--- src/rtl/drp_responder.sv ---
// DRP slave emulating the PLLE2_ADV reconfiguration port: register file, fixed drdy latency, lock model.
// Optional DRP_WRITE_LOCK_EN: reject writes that complete while the modelled PLL is running.
module drp_responder #(
    parameter int ADDR_W      = 7,
    parameter int DATA_W      = 16,
    parameter int RDY_LATENCY = 3,
    parameter int LOCK_DELAY  = 64
) (
    input  logic              dclk,
    input  logic              rst_n,
    input  logic              den,
    input  logic              dwe,
    input  logic [ADDR_W-1:0] daddr,
    input  logic [DATA_W-1:0] din,
    output logic [DATA_W-1:0] dout,
    output logic              drdy,
    input  logic              rst_pll,
    output logic              locked,
    output logic              proto_err,
    output logic [7:0]        access_cnt
);
    localparam int         LCW    = $clog2(LOCK_DELAY + 1);
    localparam logic [0:0] S_IDLE = 1'b0;
    localparam logic [0:0] S_BUSY = 1'b1;
    localparam logic [3:0] LAT_M1 = 4'(RDY_LATENCY - 1);

    logic [0:0]        r_state;
    logic [3:0]        r_cnt;
    logic              r_we;
    logic [ADDR_W-1:0] r_addr;
    logic [DATA_W-1:0] r_din;
    logic [DATA_W-1:0] r_mem [2**ADDR_W];
    logic [DATA_W-1:0] r_dout;
    logic              r_drdy;
    logic              r_perr;
    logic [7:0]        r_acc;
    logic [LCW-1:0]    r_lcnt;
    logic              r_locked;

    logic              w_accept;
    logic              w_collide;
    logic              w_done;
    logic              w_we;
    logic [ADDR_W-1:0] w_addr;
    logic [DATA_W-1:0] w_din;
    logic              w_wr_ok;

    // A den in the drdy cycle is treated as arriving while busy.
    assign w_accept  = den && (r_state == S_IDLE) && !r_drdy;
    assign w_collide = den && !w_accept;
    // The completion edge is the one that takes the counter to 0; latency 1 completes on the den edge.
    assign w_done    = ((r_state == S_BUSY) && (r_cnt == 4'd1)) || (w_accept && (LAT_M1 == 4'd0));
    assign w_we      = (LAT_M1 == 4'd0) ? dwe   : r_we;
    assign w_addr    = (LAT_M1 == 4'd0) ? daddr : r_addr;
    assign w_din     = (LAT_M1 == 4'd0) ? din   : r_din;

`ifdef DRP_WRITE_LOCK_EN
    assign w_wr_ok = rst_pll;
`else
    assign w_wr_ok = 1'b1;
`endif

    always_ff @(posedge dclk or negedge rst_n) begin
        if (!rst_n) begin
            r_state <= S_IDLE;
            r_cnt   <= '0;
            r_we    <= 1'b0;
            r_addr  <= '0;
            r_din   <= '0;
            r_dout  <= '0;
            r_drdy  <= 1'b0;
            r_perr  <= 1'b0;
            r_acc   <= '0;
            for (int i = 0; i < 2**ADDR_W; i++) r_mem[i] <= '0;
        end else begin
            r_drdy <= w_done;
            if (w_collide) r_perr <= 1'b1;
            if (w_accept) begin
                r_we    <= dwe;
                r_addr  <= daddr;
                r_din   <= din;
                r_cnt   <= LAT_M1;
                r_state <= (LAT_M1 == 4'd0) ? S_IDLE : S_BUSY;
            end else if (r_state == S_BUSY) begin
                r_cnt <= r_cnt - 4'd1;
                if (r_cnt == 4'd1) r_state <= S_IDLE;
            end
            if (w_done) begin
                r_acc <= r_acc + 8'd1;
                if (!w_we)        r_dout <= r_mem[w_addr];
                else if (w_wr_ok) r_mem[w_addr] <= w_din;
                else              r_perr <= 1'b1;
            end
        end
    end

    // Lock counter saturates at LOCK_DELAY; locked registers one edge after the count hits LOCK_DELAY-1.
    always_ff @(posedge dclk or negedge rst_n) begin
        if (!rst_n) begin
            r_lcnt   <= '0;
            r_locked <= 1'b0;
        end else if (rst_pll) begin
            r_lcnt   <= '0;
            r_locked <= 1'b0;
        end else begin
            if (r_lcnt != LCW'(LOCK_DELAY)) r_lcnt <= r_lcnt + 1'b1;
            r_locked <= (r_lcnt >= LCW'(LOCK_DELAY - 1));
        end
    end

    assign dout       = r_dout;
    assign drdy       = r_drdy;
    assign locked     = r_locked;
    assign proto_err  = r_perr;
    assign access_cnt = r_acc;
endmodule

--- config.mk ---
export PLATFORM = sky130hd
export DESIGN_NAME = drp_responder
export DESIGN_NICKNAME = d
export VERILOG_FILES = /design/src/rtl/drp_responder.sv
export SDC_FILE = /design/constraint.sdc
export NUM_CORES = 2
export LEC_CHECK = 0
export ABC_AREA = 1
export CORE_AREA = 2 2 507 509
export DETAILED_ROUTE_END_ITERATION = 10
export DIE_AREA = 0 0 509 511
export HOLD_SLACK_MARGIN = 0.15
export SYNTH_ARGS = -nofsm -noshare
export SYNTH_HDL_FRONTEND = slang
export SYNTH_SLANG_ARGS = --single-unit
--- constraint.sdc ---
create_clock -name dclk -period 3.3 [get_ports dclk]
set_clock_uncertainty 0.2 [all_clocks]
set_input_delay 0.66 -clock dclk [delete_from_list [all_inputs] [get_ports dclk]]
set_output_delay 0.66 -clock dclk [all_outputs]
set_load 0.005 [all_outputs]
### After elaboration in Yosys (flattened, before gate mapping)

Index checks and enable logic that the tools add are counted.

* bits in registers: 2111
* bits of input ports: 28
* output and inout bits: 27
* logic and storage cells: 175

* $add $sub $neg: 3
* order comparisons: 3
* equality and inequality tests: 2
* muxes and demuxes: 14
* bitwise operators: 3
* reduce and logical (&&, ||, !) cells: 11

Operator list (number)
* bitwise mux 2048 bit: 1
* binary-select mux 16 bit (select 7 bit): 1
* demux 16 bit (select 7 bit): 1
* 2-to-1 mux 16 bit: 3
* 2-to-1 mux 7 bit: 2
* adder 8 x 1 -> 8 bit (second input constant): 1
* >= comparator 8 bit (second input constant): 1
* < comparator 8 x 1 -> 1 bit (second input constant): 1
* 2-to-1 mux 4 bit: 2
* inverter 7 -> 8 bit: 1
* adder 7 x 1 -> 7 bit (second input constant): 1
* >= comparator 7 x 6 -> 1 bit (second input constant): 1
* != test 7 bit (second input constant): 1
* logical AND 1 bit: 5
* == test 4 x 1 -> 1 bit (second input constant): 1
* 2-to-1 mux 1 bit: 4
* AND reduction 2 bit: 2
* nonzero test 2 bit: 2
* subtractor 4 x 1 -> 4 bit (second input constant): 1
* zero test 1 bit: 2
* inverter 1 bit: 2

### Depth between registers and ports, before layout

* depth after elaboration: 6
* gate-level depth with buffers: 16
* depth with buffers taken out: 12

### Worst setup path after synthesis

No wires, ideal clock.

* path kind: reg2reg
* start: register r_cnt[1]
* end: register r_mem[1861] (netlist bit)
* data arrival time: 1.906 ns
* required time: 2.965 ns
* setup slack: 1.059 ns
* stages on the path, launching flop included: 12
* buffers on the path: 2
* period minus slack after synthesis: 2.241 ns
* cells stage by stage: dfrtp_1 inv_1 ha_1 nand4_4 inv_6 nand2_8 nor4_4 buf_12 nand2_4 buf_4 nand2_1 o21ai_0

* word-level cells in the longest chain between the ends: 3

RTL lines
* start: declaration: RTL line 28 `logic [3:0] r_cnt;`
* start signal: assignment: RTL line 85 `r_cnt <= r_cnt - 4'd1;`
* == test 4 x 1 -> 1 bit: RTL line 52 `assign w_done = ((r_state == S_BUSY) && (r_cnt == 4'd1)) || (w_accept && (LAT_M1 == 4'd0));`
* logical AND 1 bit: RTL line 52
* net w_done: RTL line 42 `logic w_done;`
* AND reduction 2 bit (no line)
* end signal: indexed assignment: RTL line 91 `else if (w_wr_ok) r_mem[w_addr] <= w_din;`
* end: declaration: RTL line 32 `logic [DATA_W-1:0] r_mem [2**ADDR_W];`

The timed path passes the listed nets, and every way through them passes these cells.
A chain may end at the register's enable or synchronous reset.

### Worst setup path after layout

* start: register r_addr[0]
* end: register r_dout[15] (netlist: dout[15])

* word-level cells in the longest chain between the ends: 4

RTL lines
* start: declaration: RTL line 30 `logic [ADDR_W-1:0] r_addr;`
* start signal: assignment: RTL line 80 `r_addr <= daddr;`
* inverter 7 -> 8 bit (implied by the code): RTL line 90 `if (!w_we) r_dout <= r_mem[w_addr];`
* binary-select mux 16 bit (select 7 bit): RTL line 90
* 2-to-1 mux 16 bit (implied by the code) (2 in series): RTL line 90
* end signal: assignment: RTL line 90
* end: declaration: RTL line 33 `logic [DATA_W-1:0] r_dout;`

No other way between the ends. The select of a mux whose other input is x is not followed.

==> impl.org <==
** Pwr
- Of the total power, the share spent switching nets is 0.411.
- Net load switching power :: ~0.037 W
- The share of total power dissipated in combinational logic is 0.387.
- Static leakage power :: about 54 nW
- Worst vdd rail ir drop :: 0.000599 V
- Internal power comes to between 0.05 and 0.06 W.
- For this design the ratio of total power to cell area is around 800 nW/µm².
- Seq pwr share :: 0.317
- Of the total power, the clock network draws 0.296.

** CTS
- TritonCTS built the clock tree.
- CTS saw about 2100 sinks.
- Number of setup buffers added after CTS :: 0
- CTS placed an instance of sky130_fd_sc_hd__clkbuf_16 at the clock tree root.
- Number of buffers between clock root and the deepest sink :: 3
- Clock latency on the worst-skew pair :: around 0.89 ns
- Reg clk slew, reported paths :: approximately 0.060 ns
- Clock tree synthesis inserted a total of 225 buffers.
- The H-tree was split into 4 levels.

** Routing
- Number of DRC violations after detailed routing :: 0
- After detailed routing, the number of vias per cell comes to slightly above 5.
- Average wire per standard cell :: approximately 19 µm
- The final route contains 82100 vias.
- After the first detailed-routing iteration, the DRC count stood at roughly 8000.
- The pre-antenna-repair detailed-routing pass consisted of 6 iterations.
- Number of nets with antenna violations after routing :: 0
- Wires add up to between 300000 and 400000 µm.

** Synthesis
- Cell taking the most area after synthesis :: sky130_fd_sc_hd__dfrtp_1
- The mapped netlist covers ~100000 µm².
- Of the synthesized area, sequential elements account for 0.521.
- Cells taking the most area after synthesis :: sky130_fd_sc_hd__dfrtp_1 (52%), sky130_fd_sc_hd__nand2_1 (15%), sky130_fd_sc_hd__o21ai_0 (7.8%)
- Post-synth net total :: ~13000
- Number of standard cells after synthesis :: around 13000
- Yosys warnings :: 0
- Average cell area after synthesis :: between 7 and 8 µm²
- Synthesis instantiated 34 different standard cells from the library.
- Flops & latches, synth :: roughly 2100
- Area share of the largest cell type after synthesis :: 0.521

** Critical path
- Data on the critical path arrives at its endpoint at ~3.9 ns.
- Data required time of the worst path :: a little under 4 ns
- Origin of the worst setup path :: r_addr[0]$_DFFE_PN0P_
- Counting cells, the worst reg-to-reg path comes to 14.
- The most critical setup path has its endpoint at dout[15]$_DFFE_PN0P_.
- The critical path is of the flop to flop type.
- STA classifies the critical path endpoint as a flop.
- Across all register-to-register paths, the minimum setup slack is approximately 0.037 ns.
- Peak fanout along the critical path :: 51
- The startpoint identified for the worst register-to-register timing path is r_addr[0]$_DFFE_PN0P_.
- Crit path top cell by count :: sky130_fd_sc_hd__nor2_1
- On the worst path, the slowest cell contributes a delay of between 0.5 and 0.6 ns.
- Worst Setup Start Kind :: flop
- Capture instance of the worst register-to-register path :: dout[15]$_DFFE_PN0P_
- The slowest stage of the critical path belongs to the cell sky130_fd_sc_hd__dfrtp_4.
- Walking the worst path, the cells encountered are buf_12 -> buf_12 -> buf_16 -> or2_2 -> nand3_1 -> nand2_1 -> nor2_1 -> nor2_1 -> nor2_1 -> nand2_1 -> nand2_1 -> nand3_1 -> nor2_1 -> nor2_1.

** Timing
- The number of max-slew violations in the final report was 0.
- The smallest clock period supported by the final layout is computed as approximately 3.3 ns.
- The final hold violation count is 0.
- For the pin with the worst max-slew slack, the measured transition is between 0.9 and 1 ns.
- Of the available clock period, the critical path in the final layout requires 0.989.
- In this run the tightest slew margin relative to its limit is 0.379.
- Setup violations remaining at the end of the flow were counted as 0.
- Hold WS :: around 0.2 ns
- Adding up every negative setup slack in the final design gives 0 ns.
- Setup repair after global routing left no endpoint under its margin.
- Post-route setup slack :: 0.0372 ns
- Highest achievable clock rate :: 306 MHz

** Die
- After floorplanning, the core was divided into around 190 placement rows.
- Die Footprint :: approximately 260000 µm²
- I/O Pins :: 55
- Die width :: just over 500 µm
- Effective utilization at floorplan :: 0.397
- After floorplanning, the core was sized to cover around 260000 µm².
- Die span in y :: 511 µm

** Placement
- Placer congestion estimate :: 0.874
- Post-DP HPWL :: 194000 µm
- Timing analysis after detailed placement gives a worst setup slack of about 0.046 ns.
- Area of placed instances :: about 110000 µm²
- Number of buffers added on ports :: 54

** GRT
- GR Overflow Total :: 0
- Overall global routing resource usage :: 0.237
- Entering global routing, the biggest net connects 131 pins.
- Vias in the first global route :: roughly 77000
- Initial antenna violation count :: 2
- Global-route wire length before repair :: 481000 µm

** Layout
- Fraction of layout cells with a size suffix above 1 :: 0.0885
- Once layout is done, the placed cells without fillers occupy approximately 110000 µm².
- Fin util :: 0.445
- In the final design database the tool counted roughly 13000 nets.
- Relative to the synthesized area, the layout overhead comes to 12.0%.

** Run
- Max-cap violations :: 0

** Worst hold path
- Worst hold path stage count :: 3
- The path class of the tightest hold or removal check is primary input to flop.

** Run status
- The flow ran to the end, and the final reports show no timing, DRC or antenna violations.
[metal layers]
layer | GRT usage | vias to the layer above | wire (µm) | share of wire
li1 | - | 40000 | - | -
met1 | 0.344 | 39500 | 142000 | 0.46
met2 | 0.370 | 2146 | 140000 | 0.45
met3 | 0.0273 | 404 | 16800 | 0.055
met4 | 0.0700 | 0 | 8950 | 0.029
met5 | 0 | - | 0 | 0
[worst min-delay path by stage]
stage	startpoint	to	slack, ns
2_1_floorplan	rst_n	access_cnt[0]$_DFFE_PN0P_	0.16
3_3_place_gp	r_mem[177]$_DFFE_PN0P_	r_mem[177]$_DFFE_PN0P_	0.26
3_5_place_dp	r_mem[505]$_DFFE_PN0P_	r_mem[505]$_DFFE_PN0P_	0.26
4_1_cts	din[10]	r_din[10]$_DFFE_PN0P_	0.15
5_1_grt	din[15]	r_din[15]$_DFFE_PN0P_	0.22
6_report	din[15]	r_din[15]$_DFFE_PN0P_	0.21
[what timing repair did]
item / in CTS / in global routing
resized for setup: 0 / 5
hold buffers: 18 / 0
endpoints found under the setup margin: 0 / 4
hold endpoints to repair: 1553 / 0
[synth_stat cells]
master                        n
sky130_fd_sc_hd__inv_1     1315
sky130_fd_sc_hd__nor4_4       6
sky130_fd_sc_hd__buf_12       6
sky130_fd_sc_hd__nor4_1       2
sky130_fd_sc_hd__inv_2        2
sky130_fd_sc_hd__nor2_1    1036
sky130_fd_sc_hd__ha_1         5
sky130_fd_sc_hd__a21oi_1      5
sky130_fd_sc_hd__inv_6        1
sky130_fd_sc_hd__xor2_1       3
sky130_fd_sc_hd__nand4_1      2
sky130_fd_sc_hd__xnor2_1      4
sky130_fd_sc_hd__a41oi_1      1
sky130_fd_sc_hd__nor3_4       2
sky130_fd_sc_hd__nor3_1       6
sky130_fd_sc_hd__buf_6      134
sky130_fd_sc_hd__buf_4        8
sky130_fd_sc_hd__nand2_1   4102
sky130_fd_sc_hd__buf_1       18
sky130_fd_sc_hd__o211ai_1   294
sky130_fd_sc_hd__nand4_4      1
sky130_fd_sc_hd__nor2_8       7
sky130_fd_sc_hd__nor2_4       6
sky130_fd_sc_hd__buf_2      325
sky130_fd_sc_hd__nand3_1    578
sky130_fd_sc_hd__nand2_8      1
sky130_fd_sc_hd__o21ai_0   1580
sky130_fd_sc_hd__nand2_4     80
sky130_fd_sc_hd__clkbuf_1   507
sky130_fd_sc_hd__o21ai_1    619
sky130_fd_sc_hd__o31ai_1      1
sky130_fd_sc_hd__o21bai_1     1
sky130_fd_sc_hd__dfrtp_1   2111
sky130_fd_sc_hd__or2_2      224
[sequential cells by signal, summed over array words and instances, names as in the netlist]
signal and cells:
access_cnt 8, dout 16, drdy 1, locked 1, proto_err 1, r_addr 7
r_cnt 4, r_din 16, r_lcnt 7, r_mem 2048, r_state 1, r_we 1
[cells in the final DEF (no fill, tap or decap), types with 2 or more instances in the layout]
cell                              netlist  final
sky130_fd_sc_hd__nand4_1                2      2
sky130_fd_sc_hd__nor3_1                 6      5
sky130_fd_sc_hd__nand3_1              578    578
sky130_fd_sc_hd__xor2_1                 3      3
sky130_fd_sc_hd__clkinv_4               0      2
sky130_fd_sc_hd__nor3_4                 2      2
sky130_fd_sc_hd__clkinv_2               0     53
sky130_fd_sc_hd__buf_4                  8    272
sky130_fd_sc_hd__a21oi_1                5      5
sky130_fd_sc_hd__diode_2                0      2
sky130_fd_sc_hd__nor2_8                 7      7
sky130_fd_sc_hd__xnor2_1                4      4
sky130_fd_sc_hd__nor2_2                 0      2
sky130_fd_sc_hd__clkdlybuf4s50_1        0     53
sky130_fd_sc_hd__buf_12                 6    121
sky130_fd_sc_hd__buf_16                 0      3
sky130_fd_sc_hd__clkinvlp_4             0     15
sky130_fd_sc_hd__nor4_1                 2      2
sky130_fd_sc_hd__nor4_4                 6      6
sky130_fd_sc_hd__nor2_4                 6     10
sky130_fd_sc_hd__inv_6                  1     23
sky130_fd_sc_hd__o21ai_1              619    619
sky130_fd_sc_hd__o211ai_1             294    294
sky130_fd_sc_hd__ha_1                   5      5
sky130_fd_sc_hd__bufinv_16              0     16
sky130_fd_sc_hd__clkbuf_16              0    229
sky130_fd_sc_hd__dlygate4sd3_1          0     18
sky130_fd_sc_hd__clkbuf_1             507     37
sky130_fd_sc_hd__o21ai_0             1580   1580
sky130_fd_sc_hd__nor2_1              1036   1030
sky130_fd_sc_hd__clkbuf_8               0     57
sky130_fd_sc_hd__clkinv_16              0      5
sky130_fd_sc_hd__nand2_4               80     85
sky130_fd_sc_hd__inv_1               1315   1298
sky130_fd_sc_hd__or2_2                224    224
sky130_fd_sc_hd__dfrtp_1             2111   2110
sky130_fd_sc_hd__nand2_1             4102   4097
[metrics by stage]
step	instances	total power, W
global placement	15800	0.0626
global route	16300	0.0933
detailed placement	15800	0.0627
CTS	16300	0.0891
floorplan	13000	0.0473
finish	16300	0.0887
[kinds of logic (layout without fill, tap and decap cells)]
group	after synthesis	count (layout)	share of synthesized area
and+or+nand+nor	6053	6053	0.246
AOI/OAI and AO/OA	2501	2501	0.131
buffers and inverters	2316	2206	0.101
DFF	2111	2111	0.521
xor gates and xnor gates	7	7	0.000605
adders and majority gates	5	5	0.000617
other	0	2	0
[power by group through the flow]
| stage | Sequential, W | Clock, W | Combinational (W) |
|---|---|---|---|
| floorplan | 0.0280 | 0 | 0.0193 |
| global placement | 0.0286 | 0 | 0.0341 |
| detailed placement | 0.0286 | 0 | 0.0341 |
| CTS | 0.0281 | 0.0267 | 0.0342 |
| global route | 0.0282 | 0.0278 | 0.0373 |
| finish | 0.0281 | 0.0263 | 0.0343 |
[final cells by class]
cell class,count,area (µm²)
Fill cell,25500,142000
Sequential cell,2111,52800
Multi-Input combinational cell,8566,38400
Clock buffer,322,6630
Timing Repair Buffer,469,5290
Inverter,1318,5040
Tap cell,3384,4230
Clock inverter,97,1090
Antenna cell,2,5.00
[critical path, delay by kind of cell, from the launching register on]
family                 cells  cell delay [ns]
AND/OR/NAND/NOR           11             1.74
buffers and inverters      3             0.59
flip-flops                 1             0.55
(Power assumes the default switching activity.)
